==> config.mk <==
export PLATFORM = sky130hd
export DESIGN_NAME = axil_reg_slave_flat
export DESIGN_NICKNAME = d
export VERILOG_FILES = /design/src/rtl/axil_reg_slave_if.sv /design/src/rtl/axil_reg_slave.sv /design/src/flat_wrapper.sv
export SDC_FILE = /design/constraint.sdc
export NUM_CORES = 1
export LEC_CHECK = 0
export BUFFER_PORTS_ARGS = -buffer_cell sky130_fd_sc_hd__buf_2
export CAP_MARGIN = 20
export CORE_AREA = 2 2 268 270
export CTS_BUF_LIST = sky130_fd_sc_hd__clkbuf_16
export DETAILED_ROUTE_END_ITERATION = 10
export DIE_AREA = 0 0 270 272
export GPL_ROUTABILITY_DRIVEN = 0
export PLACE_DENSITY = 0.68
export SLEW_MARGIN = 20
export SYNTH_ARGS = -nofsm -noshare
export SYNTH_HDL_FRONTEND = slang
export SYNTH_SLANG_ARGS = --single-unit
==> constraint.sdc <==
create_clock -name aclk -period 22.1 [get_ports aclk]
set_input_delay 0 -clock aclk [delete_from_list [all_inputs] [get_ports aclk]]
set_output_delay 0 -clock aclk [all_outputs]
set_load 0.05 [all_outputs]
==> src/rtl/axil_reg_slave_if.sv <==
// AXI4-Lite bus bundle between an initiator and the register responder.
// Handshake rule: a beat transfers on the rising edge where valid and ready are both high; valid never waits on ready.
interface axil_reg_slave_if #(
  parameter int ADDR_WIDTH = 32,
  parameter int DATA_WIDTH = 32
);
  logic [ADDR_WIDTH-1:0]   awaddr;
  logic [2:0]              awprot;
  logic                    awvalid;
  logic                    awready;
  logic [DATA_WIDTH-1:0]   wdata;
  logic [DATA_WIDTH/8-1:0] wstrb;
  logic                    wvalid;
  logic                    wready;
  logic [1:0]              bresp;
  logic                    bvalid;
  logic                    bready;
  logic [ADDR_WIDTH-1:0]   araddr;
  logic [2:0]              arprot;
  logic                    arvalid;
  logic                    arready;
  logic [DATA_WIDTH-1:0]   rdata;
  logic [1:0]              rresp;
  logic                    rvalid;
  logic                    rready;

  modport slave (
    input  awaddr, awprot, awvalid, wdata, wstrb, wvalid, bready,
    input  araddr, arprot, arvalid, rready,
    output awready, wready, bresp, bvalid, arready, rdata, rresp, rvalid
  );

  modport master (
    output awaddr, awprot, awvalid, wdata, wstrb, wvalid, bready,
    output araddr, arprot, arvalid, rready,
    input  awready, wready, bresp, bvalid, arready, rdata, rresp, rvalid
  );
endinterface

==> src/rtl/axil_reg_slave.sv <==
// AXI4-Lite register bank: register 0 is a read-only VERSION word, the rest are R/W with byte strobes.
// Single outstanding write and read; independent write and read state machines.
module axil_reg_slave #(
  parameter int                     ADDR_WIDTH = 32,
  parameter int                     DATA_WIDTH = 32,
  parameter int                     NUM_REGS   = 16,
  parameter logic [DATA_WIDTH-1:0]  VERSION    = 32'h0001_0000
) (
  input  logic                           aclk,
  input  logic                           areset,
  axil_reg_slave_if.slave                s_axil,
  output logic [NUM_REGS*DATA_WIDTH-1:0] reg_out,
  output logic [NUM_REGS-1:0]            reg_wr_stb,
  output logic                           dbg_wr_state,
  output logic                           dbg_rd_state
);
  localparam int          STRB_W     = DATA_WIDTH / 8;
  localparam int          IDX_W      = $clog2(NUM_REGS);
  localparam logic [10:0] NUM_REGS_L = 11'(NUM_REGS);
  localparam logic [1:0]  RESP_OKAY  = 2'b00;
  localparam logic [1:0]  RESP_SLV   = 2'b10;

  localparam logic [0:0] W_IDLE = 1'b0;
  localparam logic [0:0] W_RESP = 1'b1;
  localparam logic [0:0] R_IDLE = 1'b0;
  localparam logic [0:0] R_DATA = 1'b1;

  logic [0:0]             wr_state, rd_state;
  logic                   ready_en;
  logic                   aw_held, w_held;
  logic [ADDR_WIDTH-1:0]  aw_addr_q;
  logic [DATA_WIDTH-1:0]  w_data_q;
  logic [STRB_W-1:0]      w_strb_q;
  logic                   bvalid_q, rvalid_q;
  logic [1:0]             bresp_q, rresp_q;
  logic [DATA_WIDTH-1:0]  rdata_q, rd_value;
  logic [DATA_WIDTH-1:0]  regs [NUM_REGS];

  // ready_en keeps all readies low until the first edge after reset release
  assign s_axil.awready = ready_en && (wr_state == W_IDLE) && !aw_held;
  assign s_axil.wready  = ready_en && (wr_state == W_IDLE) && !w_held;
  assign s_axil.arready = ready_en && (rd_state == R_IDLE);
  assign s_axil.bvalid  = bvalid_q;
  assign s_axil.bresp   = bresp_q;
  assign s_axil.rvalid  = rvalid_q;
  assign s_axil.rresp   = rresp_q;
  assign s_axil.rdata   = rdata_q;
  assign dbg_wr_state   = wr_state;
  assign dbg_rd_state   = rd_state;

  logic aw_hs, w_hs, ar_hs, commit;
  assign aw_hs  = s_axil.awvalid && s_axil.awready;
  assign w_hs   = s_axil.wvalid && s_axil.wready;
  assign ar_hs  = s_axil.arvalid && s_axil.arready;
  assign commit = (wr_state == W_IDLE) && aw_held && w_held;

  logic [9:0] wr_idx, rd_idx;
  logic       wr_ok, rd_in_range;
  assign wr_idx      = aw_addr_q[11:2];
  assign rd_idx      = s_axil.araddr[11:2];
  assign wr_ok       = (wr_idx != 10'd0) && ({1'b0, wr_idx} < NUM_REGS_L);
  assign rd_in_range = {1'b0, rd_idx} < NUM_REGS_L;

  logic unused_bits;
  assign unused_bits = ^{s_axil.awprot, s_axil.arprot, aw_addr_q, s_axil.araddr};

  always_comb begin
    rd_value = '0;
    if (rd_in_range) begin
      if (rd_idx == 10'd0) rd_value = VERSION;
      else                 rd_value = regs[rd_idx[IDX_W-1:0]];
    end
  end

  always_ff @(posedge aclk or posedge areset) begin
    if (areset) begin
      wr_state  <= W_IDLE;
      ready_en  <= 1'b0;
      aw_held   <= 1'b0;
      w_held    <= 1'b0;
      aw_addr_q <= '0;
      w_data_q  <= '0;
      w_strb_q  <= '0;
      bvalid_q  <= 1'b0;
      bresp_q   <= RESP_OKAY;
    end else begin
      ready_en <= 1'b1;
      case (wr_state)
        W_IDLE: begin
          if (aw_hs) begin
            aw_held   <= 1'b1;
            aw_addr_q <= s_axil.awaddr;
          end
          if (w_hs) begin
            w_held   <= 1'b1;
            w_data_q <= s_axil.wdata;
            w_strb_q <= s_axil.wstrb;
          end
          if (commit) begin
            bvalid_q <= 1'b1;
            bresp_q  <= wr_ok ? RESP_OKAY : RESP_SLV;
            wr_state <= W_RESP;
          end
        end
        default: begin
          if (s_axil.bready) begin
            bvalid_q <= 1'b0;
            aw_held  <= 1'b0;
            w_held   <= 1'b0;
            wr_state <= W_IDLE;
          end
        end
      endcase
    end
  end

  // Register storage; a same-edge read sees the pre-write value through non-blocking update
  always_ff @(posedge aclk or posedge areset) begin
    if (areset) begin
      for (int i = 0; i < NUM_REGS; i++) regs[i] <= '0;
      reg_wr_stb <= '0;
    end else begin
      reg_wr_stb <= '0;
      if (commit && wr_ok) begin
        reg_wr_stb[wr_idx[IDX_W-1:0]] <= 1'b1;
        for (int k = 0; k < STRB_W; k++) begin
          if (w_strb_q[k]) regs[wr_idx[IDX_W-1:0]][k*8 +: 8] <= w_data_q[k*8 +: 8];
        end
      end
    end
  end

  always_ff @(posedge aclk or posedge areset) begin
    if (areset) begin
      rd_state <= R_IDLE;
      rvalid_q <= 1'b0;
      rresp_q  <= RESP_OKAY;
      rdata_q  <= '0;
    end else begin
      case (rd_state)
        R_IDLE: begin
          if (ar_hs) begin
            rdata_q  <= rd_value;
            rresp_q  <= rd_in_range ? RESP_OKAY : RESP_SLV;
            rvalid_q <= 1'b1;
            rd_state <= R_DATA;
          end
        end
        default: begin
          if (s_axil.rready) begin
            rvalid_q <= 1'b0;
            rd_state <= R_IDLE;
          end
        end
      endcase
    end
  end

  for (genvar g = 0; g < NUM_REGS; g++) begin : g_reg_out
    if (g == 0) begin : g_version
      assign reg_out[g*DATA_WIDTH +: DATA_WIDTH] = VERSION;
    end else begin : g_rw
      assign reg_out[g*DATA_WIDTH +: DATA_WIDTH] = regs[g];
    end
  end
endmodule

==> src/flat_wrapper.sv <==
// flat-port wrapper written by rule: the top's interface ports become plain ports
module axil_reg_slave_flat 
#(
  parameter int                     ADDR_WIDTH = 32,
  parameter int                     DATA_WIDTH = 32,
  parameter int                     NUM_REGS   = 16,
  parameter logic [DATA_WIDTH-1:0]  VERSION    = 32'h0001_0000
)
  (aclk, areset, reg_out, reg_wr_stb, dbg_wr_state, dbg_rd_state, s_axil_awaddr, s_axil_awprot, s_axil_awvalid, s_axil_wdata, s_axil_wstrb, s_axil_wvalid, s_axil_bready, s_axil_araddr, s_axil_arprot, s_axil_arvalid, s_axil_rready, s_axil_awready, s_axil_wready, s_axil_bresp, s_axil_bvalid, s_axil_arready, s_axil_rdata, s_axil_rresp, s_axil_rvalid);
  axil_reg_slave_if #(.ADDR_WIDTH(ADDR_WIDTH), .DATA_WIDTH(DATA_WIDTH)) s_axil_i ();
  input  logic aclk;
  input  logic areset;
  output logic [NUM_REGS*DATA_WIDTH-1:0] reg_out;
  output logic [NUM_REGS-1:0] reg_wr_stb;
  output logic dbg_wr_state;
  output logic dbg_rd_state;
  input wire logic [$bits(s_axil_i.awaddr)-1:0] s_axil_awaddr;
  input wire logic [$bits(s_axil_i.awprot)-1:0] s_axil_awprot;
  input wire logic [$bits(s_axil_i.awvalid)-1:0] s_axil_awvalid;
  input wire logic [$bits(s_axil_i.wdata)-1:0] s_axil_wdata;
  input wire logic [$bits(s_axil_i.wstrb)-1:0] s_axil_wstrb;
  input wire logic [$bits(s_axil_i.wvalid)-1:0] s_axil_wvalid;
  input wire logic [$bits(s_axil_i.bready)-1:0] s_axil_bready;
  input wire logic [$bits(s_axil_i.araddr)-1:0] s_axil_araddr;
  input wire logic [$bits(s_axil_i.arprot)-1:0] s_axil_arprot;
  input wire logic [$bits(s_axil_i.arvalid)-1:0] s_axil_arvalid;
  input wire logic [$bits(s_axil_i.rready)-1:0] s_axil_rready;
  output wire logic [$bits(s_axil_i.awready)-1:0] s_axil_awready;
  output wire logic [$bits(s_axil_i.wready)-1:0] s_axil_wready;
  output wire logic [$bits(s_axil_i.bresp)-1:0] s_axil_bresp;
  output wire logic [$bits(s_axil_i.bvalid)-1:0] s_axil_bvalid;
  output wire logic [$bits(s_axil_i.arready)-1:0] s_axil_arready;
  output wire logic [$bits(s_axil_i.rdata)-1:0] s_axil_rdata;
  output wire logic [$bits(s_axil_i.rresp)-1:0] s_axil_rresp;
  output wire logic [$bits(s_axil_i.rvalid)-1:0] s_axil_rvalid;
  assign s_axil_i.awaddr = s_axil_awaddr;
  assign s_axil_i.awprot = s_axil_awprot;
  assign s_axil_i.awvalid = s_axil_awvalid;
  assign s_axil_i.wdata = s_axil_wdata;
  assign s_axil_i.wstrb = s_axil_wstrb;
  assign s_axil_i.wvalid = s_axil_wvalid;
  assign s_axil_i.bready = s_axil_bready;
  assign s_axil_i.araddr = s_axil_araddr;
  assign s_axil_i.arprot = s_axil_arprot;
  assign s_axil_i.arvalid = s_axil_arvalid;
  assign s_axil_i.rready = s_axil_rready;
  assign s_axil_awready = s_axil_i.awready;
  assign s_axil_wready = s_axil_i.wready;
  assign s_axil_bresp = s_axil_i.bresp;
  assign s_axil_bvalid = s_axil_i.bvalid;
  assign s_axil_arready = s_axil_i.arready;
  assign s_axil_rdata = s_axil_i.rdata;
  assign s_axil_rresp = s_axil_i.rresp;
  assign s_axil_rvalid = s_axil_i.rvalid;
  axil_reg_slave #(.ADDR_WIDTH(ADDR_WIDTH), .DATA_WIDTH(DATA_WIDTH), .NUM_REGS(NUM_REGS), .VERSION(VERSION)) u_core (.aclk(aclk), .areset(areset), .s_axil(s_axil_i), .reg_out(reg_out), .reg_wr_stb(reg_wr_stb), .dbg_wr_state(dbg_wr_state), .dbg_rd_state(dbg_rd_state));
endmodule
==> results, run 1 <==
- The worst register-to-register path has a setup slack of 18,500 ps.
- The count of vias placed by the detailed router is 17,900.
- The length in cells of the worst reg-to-reg path is 4.
- STA classifies the critical path endpoint as a flip-flop.
- The flow ran to the end, and the final reports show no timing, DRC or antenna violations.
- The floorplan step defined a core boundary enclosing 0.0708 mm².
- The number of detailed-routing iterations run before antenna repair is 5.
- The CTS buffer count is 70.
- The signed area change from the synthesized netlist to the final layout is 8.81%.
- The worst hold path depth is 4.
- Clock-pin slew was measured on the worst setup and hold paths at 60 ps.
- The via count of the first global-routing pass is 18,800.
- The synthesized area is 0.0310 mm².
- The cell with the most instances after synthesis is dfrtp_1.
- TritonCTS built the clock tree.
- Walking the worst path, the cells encountered are nor2b_1 > nand4_4 > nor2_2 > mux2_2.
- The die boundary height is 272 µm.
- The leftover overflow at the end of global routing is 0.
- The maximum buffer depth of the clock tree is 3.
- The number of warnings reported in the yosys synthesis log is 0.
- The residual DRC count is 0.
- The total power per unit cell area is 87.4 mW/mm².
- Data on the critical path arrives at its endpoint at 4090 ps.
- At the pin with the least slew margin, the transition time is 1020 ps.
- The capture point of the worst reg-to-reg path is u_core.reg_out[381]$_DFFE_PP0P_.
- The share of final-layout standard cells stronger than drive strength 1 is 62.2%.
- The die area is 0.0734 mm².
- The cell family contributing the most delay on the critical path is simple AND/OR/NAND/NOR gates.
- For this run, asynchronously set or reset flops after synthesis account for 100%.
- In this run the critical register-to-register path is launched from u_core.aw_addr_q[5]$_DFFE_PP0P_.
- The effective utilization at floorplan is 43.9%.
- VDD sags by at most 0.0714 mV.
- The level count of the clock H-tree is 3.
- Overall power consumption after layout is estimated at 0.00295 W.
- In the synthesized netlist, the cells that appear most often are 614 x dfrtp_1, 557 x mux2_2, 520 x buf_4.
- After floorplanning, the core was divided into 98 placement rows.
- In this run, synthesis inferred 0 flip-flops with an integrated enable.
- For this design the top-level I/O count stands at 684.
- The total leakage power is 18.3 nW.
- The worst setup path is of the flip-flop to flip-flop kind.
- The setup fix buffers added after clock tree synthesis is 0.
- The fmax is 278 MHz.
- For the worst-skew pair, the clock arrives at the later sink with an insertion delay of 630 ps.
- The aggregate global-route resource usage is 24.0%.
- Of the post-synthesis cell area, the dominant cell type holds 49.5%.
- The path class of the tightest hold or removal check is input pin to flip-flop.
- The stage delay of the slowest cell on the critical path is 1010 ps.
- The dominant cell type by area after synthesis is dfrtp_1.
- The first global-routing pass estimated 130 mm of wire.
- The count of final max-slew check failures was 0.
- After synthesis, flip-flops and latches occupy 49.5% of the total area.
- By area the synthesized netlist is led by dfrtp_1 50%, mux2_2 20%, buf_4 13%.
- The critical path runs through a total of 4 cells.
- The count of input and output buffers is 599.
- Setup repair after global routing left no endpoint under its margin.
- The post-synthesis register bit count is 614.
- Entering global routing, the biggest net connects 160 pins.
- The worst hold path begins at s_axil_arvalid.
- Setup violations remaining at the end of the flow were counted as 0.
- The final-layout setup total negative slack is 0 ps.
- The cell with the largest stage delay on the worst path is nor2_2.
- The dominant synthesized flop cell is dfrtp_1.
- The number of maximum-capacitance violations is 0.
- The total wirelength of the detailed-routed design is 89.2 mm.
- Synthesis handed over a netlist of 2,181 instances.
- The number of nets in the layout is 2,429.
- The die is 270 µm wide.
- The combined buffer and inverter count along the critical path is 0.
- The DRC marker count from the first detailed-route iteration is 1,374.
- The worst relative slew slack is 32.0%.
- The distinct cell type count after synthesis is 45.
- The end point of the worst hold path is u_core.s_axil.rvalid$_DFFE_PP0P_.
- The remaining number of nets flagged by the antenna check after routing is 0.
- The sort of element at the start of the critical path is a flip-flop.
- The mean post-synth cell area is 14.2 µm².
- Dividing the detail-routed wire length by the instance count gives 26.9 µm.
- The number of vias per cell after detailed routing is 5.38.
- The maximum fanout along the worst path is 16.
- The data required time of the worst path is 22,590 ps.
- The buffer cell driving the clock tree root is clkbuf_16.
- The final critical delay including setup and external delays is 3600 ps.
- The total clock sinks is 614.
- The number of fillers in the final layout is 6,164.
- The final period utilization is 16.3%.
- The wire-length estimate of the detail-placed layout is 62.0 mm.
- On the final layout, the worst clock skew is 29.9 ps.
- The initial antenna violation count was 2.
- The number of hold violations in the final report is 0.
[registers in the layout, summed over array words and instances, names as in the netlist]
register              flops
u_core.w_data_q          32
u_core.s_axil.rresp       1
u_core.s_axil.rdata      32
u_core.dbg_rd_state       1
u_core.dbg_wr_state       1
u_core.aw_addr_q         10
u_core.s_axil.bresp       1
u_core.s_axil.bvalid      1
u_core.reg_out          480
u_core.reg_wr_stb        16
u_core.ready_en           1
u_core.regs              31
u_core.aw_held            1
u_core.w_strb_q           4
u_core.w_held             1
u_core.s_axil.rvalid      1
[layout by cell type, fill, tap and decap left out, types with 4 or more instances in the layout]
master           n
clkinv_1        14
nor2_1          17
nor2_8          28
inv_1           16
nor3_1           4
a22oi_1         31
mux2i_1         32
mux2_2         557
nand3_1          5
dfrtp_1        614
clkinv_2        13
nand2_1         14
mux4_2         127
nor2_2          21
o21ai_1         13
nor2b_1          4
a21o_1           4
dlygate4sd3_1   52
buf_2          596
nand2b_1         4
buf_4           20
o21ai_0         19
nand3_2         10
clkbuf_16       70
conb_1          36
[worst max path at each step]
stage                               startpoint                               end  slack [ps]
3_5_place_dp   u_core.aw_addr_q[4]$_DFFE_PP0P_   u_core.reg_out[381]$_DFFE_PP0P_       18610
5_1_grt                                 areset   u_core.reg_out[275]$_DFFE_PP0P_       18320
3_3_place_gp   u_core.aw_addr_q[4]$_DFFE_PP0P_   u_core.reg_out[383]$_DFFE_PP0P_       18680
6_report       u_core.aw_addr_q[5]$_DFFE_PP0P_   u_core.reg_out[381]$_DFFE_PP0P_       18500
4_1_cts        u_core.aw_addr_q[5]$_DFFE_PP0P_   u_core.reg_out[381]$_DFFE_PP0P_       18580
2_1_floorplan                           areset  u_core.aw_addr_q[10]$_DFFE_PP0P_        4910
[cell type report]
type	instances	area, µm²	share of cell area [%]
flip-flops and latches	614	15400	45.5
multi-input cells	953	11300	33.4
repair buffers	672	3710	11.0
clock buffers	70	1750	5.19
well taps	950	1190	3.52
clock inverters	52	425	1.26
inverters	5	26.3	0.0778
diodes	1	2.50	0.00741
[worst register-to-register path, delay by kind of cell, from the launching register on]
| kind | cells | cell delay, ps |
|---|---|---|
| multiplexers | 1 | 430 |
| flip-flops | 1 | 450 |
| AND/OR/NAND/NOR | 3 | 2580 |
[cells by family after synthesis]
| kind of cell | count (synthesis) | share of synthesized area [%] |
|---|---|---|
| AOI/OAI and AO/OA | 74 | 1.52 |
| buffers and inverters | 648 | 14.6 |
| DFF | 614 | 49.5 |
| muxes | 716 | 30.5 |
| other | 2 | 0.0242 |
| and+or+nand+nor | 127 | 3.83 |
[power breakdown]
| part | internal, W | leakage (nW) | switching [W] |
|---|---|---|---|
| logic | 0.000138 | 8.71 | 0.000300 |
| clock network | 0.000619 | 1.11 | 0.000496 |
| registers | 0.00120 | 8.45 | 0.000200 |
| total | 0.00196 | 18.3 | 0.000996 |
[metrics by stage]
stage	hold WS, ps	utilization (%)	instance area (µm²)	worst slack [ps]	cells
2_1_floorplan	96.4	-	31200	4910	2215
3_3_place_gp	209	43.9	31100	18680	3141
3_5_place_dp	220	43.9	31100	18610	3141
4_1_cts	15.7	47.7	33700	18580	3315
5_1_grt	7.52	47.7	33800	18320	3316
6_report	55.2	47.7	33800	18500	3317
[what timing repair did]
action                                 4_1_cts  5_1_grt
hold buffers                                52        0
endpoints found under the hold margin      181        0
gates resized for setup                      0        0
[routing by layer]
metal  wire length, µm  share of wire, %  track usage (%)  vias up
met5                 7            0.0078                0        -
met4              4150               4.7             10.7        2
met3              6750               7.6             7.42      205
met2             43500                49             39.4      729
met1             34800                39             29.1     9440
li1                  -                 -                -     7476
(Power assumes the default switching activity.)
==> run 2: changes to the inputs <==
--- a/config.mk
+++ b/config.mk
@@ -12,7 +12,7 @@
 export DETAILED_ROUTE_END_ITERATION = 10
 export DIE_AREA = 0 0 270 272
 export GPL_ROUTABILITY_DRIVEN = 0
-export PLACE_DENSITY = 0.68
+export PLACE_DENSITY = 0.7
 export SLEW_MARGIN = 20
 export SYNTH_ARGS = -nofsm -noshare
 export SYNTH_HDL_FRONTEND = slang
==> constraint.sdc (replaced) <==
create_clock -name aclk -period 3 [get_ports aclk]
set_input_delay 0 -clock aclk [delete_from_list [all_inputs] [get_ports aclk]]
set_output_delay 0 -clock aclk [all_outputs]
set_load 0.05 [all_outputs]
==> run 2 against run 1 <==
Effect of this change: combinational power rose to 7.7 times the previous value; wire length up 2.2%; clock-buffer cell count fell by 2; critical path depth rose by 2; clock power rose to 7.5 times the previous value; setup slack got worse by 18000 ps; sequential cell count unchanged; sequential share of layout area decreased by 0.90 points; die area stayed put; clock skew is 18 ps higher; first-iteration DRC count shrank 4.4%; largest cell class unchanged; largest power group unchanged.
==> results, run 2 (synthesis results as in run 1) <==
- The flow ran to the end, and the final reports show no timing, DRC or antenna violations.
- The total wirelength of the detailed-routed design is 91.2 mm.
- The data required time of the worst path is 3490 ps.
- After detailed routing, the number of remaining DRC violations is 0.
- The clock latency reported for the late side of the worst-skew pair is 630 ps.
- In this run the worst setup path begins at u_core.dbg_wr_state$_DFF_PP0_.
- The clock-pin slew reported for the worst setup and hold paths after clock tree synthesis is 60 ps.
- The layout has 6,063 filler cells.
- Counting every sink on the clock net gives 614.
- The number of hold violations in the final report was 0.
- The initial antenna violation count is 3.
- The worst clock skew is 47.6 ps.
- The number of vias per cell after detailed routing is 5.42.
- The count of input and output buffers is 599.
- The detailed-routing wirelength on met1 is 36.0 mm.
- The cell total after placement is 3,200.
- Summing over every cut layer, the via total after detailed routing is 18,300.
- The maximum buffer depth of the clock tree is 3.
- From synthesis to final layout, the design area changed by 11.0%.
- The worst register-to-register path begins at u_core.dbg_wr_state$_DFF_PP0_.
- In this run the worst path has a maximum fanout of 8.
- The first routing iteration left 1,314 violations.
- In the final design database the tool counted 2,486 nets.
- The routed design uses 44.5 mm of met2 wire.
- The highest routed metal layer is met5.
- Gates resized during post-CTS repair numbered 0.
- Entering global routing, the biggest net connects 116 pins.
- The count of final max-slew check failures is 0.
- The placeable core area is 0.0708 mm².
- The library cells used most frequently in the layout, excluding fill and tap cells, are 614 x dfrtp_1, 596 x buf_2, 557 x mux2_2, 127 x mux4_2, 68 x clkbuf_16.
- Subtracting the final worst setup slack from the clock period gives 2570 ps.
- The register with the most flip-flops in the layout has 480 of them.
- The routed length per placed instance is 27.0 µm.
- The clock tree synthesis step divided the H-tree into 3 levels.
- 684 I/O pins were placed.
- The CTS buffer count is 68.
- The setup slack of the most critical reg-to-reg path is 430 ps.
- The total leakage power is 18.6 nW.
- The via count of the first global-routing pass is 19,300.
- The worst setup path is captured at a flip-flop.
- For the pin with the worst max-slew slack, the measured transition is 861 ps.
- The aggregate global-route resource usage is 24.5%.
- The effective utilization at floorplan is 43.9%.
- Data arrives at the worst endpoint at 3060 ps.
- The number of detailed-routing iterations run before antenna repair is 8.
- The min-delay analysis places its worst path in the category input pin to async pin.
- Across the run, the number of max-cap violations was 0.
- VDD sags by at most 0.567 mV.
- The length in cells of the worst reg-to-reg path is 6.
- The most critical setup path has its endpoint at u_core.reg_out[111]$_DFFE_PP0P_.
- The die covers 0.0734 mm².
- The HPWL after detailed placement is 66.1 mm.
- In the final layout, the multi-input gates occupy 0.0113 mm².
- The die outline width is 270 µm.
- Timing would allow up to 389 MHz.
- The die is 272 µm tall.
- The routed length on met3 is 6.78 mm.
- The leftover overflow at the end of global routing is 0.
- The wire length of the first global-routing pass is 134 mm.
- In this run the critical register-to-register path is captured at u_core.reg_out[111]$_DFFE_PP0P_.
- The sort of element at the start of the critical path is a flip-flop.
- The worst setup path is of the flip-flop to flip-flop kind.
- Setup violations remaining at the end of the flow were counted as 0.
- The share of final-layout standard cells stronger than drive strength 1 is 63.0%.
- The repair_antennas step left the layout with diodes totalling 0.
- The total power per unit cell area is 640 mW/mm².
- The commonest non-fill, non-tap cell in the layout is dfrtp_1.
- The tree is rooted in a clkbuf_16.
- The final period utilization is 85.7%.
- Setup repair after global routing left no endpoint under its margin.
- The initialized floorplan defines 98 standard-cell rows.
- Hold is met by 55.6 ps.
- The worst pin sits at a relative slew slack of 42.6%.
- The register cell area after layout is 0.0154 mm².
- The finished layout holds 3,378 standard cells, fillers aside.
- In this run the remaining antenna-violating nets after routing total 0.
- The clock tree from TritonCTS is built.
-- run 2: changes by cell type in the layout (fill, tap and decap cells not counted), sizes merged --
cell,change
buf,+59
bufinv,+3
clkbuf,-3
dlygate4sd3,+1
clkinv,+1
diode,-1
clkinvlp,+1
-- run 2: area by class of cell --
cell class | instances | share of cell area, %
timing repair buffer | 731 | 12.5
inverter | 5 | 0.0654
clock inverter | 57 | 1.61
sequential | 614 | 44.6
multi-input combinational | 953 | 32.8
tap | 950 | 3.45
clock buffer | 68 | 4.94
-- run 2: metal layers --
layer / vias to the layer above / track usage (%)
li1: 7582 / -
met1: 9753 / 31.0
met2: 795 / 40.3
met3: 189 / 6.11
met4: 4 / 10.6
met5: - / 0
-- run 2: power breakdown --
part           total (W)  switching, W  internal (W)
registers         0.0103       0.00148       0.00882
logic            0.00338       0.00226       0.00112
clock network    0.00837       0.00363       0.00474
-- run 2: how the worst min path moves through the flow --
stage | to | depth (start not counted) | start | slack, ps
finish | u_core.reg_out[69]$_DFFE_PP0P_ | 3 | areset | 60
global route | u_core.s_axil.rdata[17]$_DFFE_PP0P_ | 3 | s_axil_araddr[2] | 50
CTS | u_core.s_axil.rresp[1]$_DFFE_PP0P_ | 5 | s_axil_araddr[9] | 20
detailed placement | u_core.reg_out[257]$_DFFE_PP0P_ | 2 | areset | 130
global placement | u_core.reg_out[257]$_DFFE_PP0P_ | 2 | areset | 130
floorplan | u_core.dbg_rd_state$_DFF_PP0_ | 1 | s_axil_rready | 100
-- run 2: through the flow --
step | worst slack [ps] | instance area (µm²) | utilization [%] | power [W] | TNS (ps)
3_5_place_dp | 407 | 31700 | 44.7 | 0.0138 | 0
3_3_place_gp | 419 | 31700 | 44.7 | 0.0136 | 0
2_1_floorplan | -5380 | 31200 | - | 0.0128 | -3302740
4_1_cts | 403 | 34400 | 48.7 | 0.0222 | 0
6_report | 429 | 34400 | 48.7 | 0.0220 | 0
5_1_grt | 303 | 34400 | 48.7 | 0.0229 | 0
-- run 2: critical path, stage by stage (launching register included) --
cell	delay (ps)
dfrtp_1	410
and3b_2	380
buf_4	210
nand4_1	170
buf_4	300
nor2_2	540
mux2_2	420
-- run 2: repair_timing --
action	4_1_cts	5_1_grt
hold buffers	53	0
endpoints found under the hold margin	190	0
buffers inserted	0	0
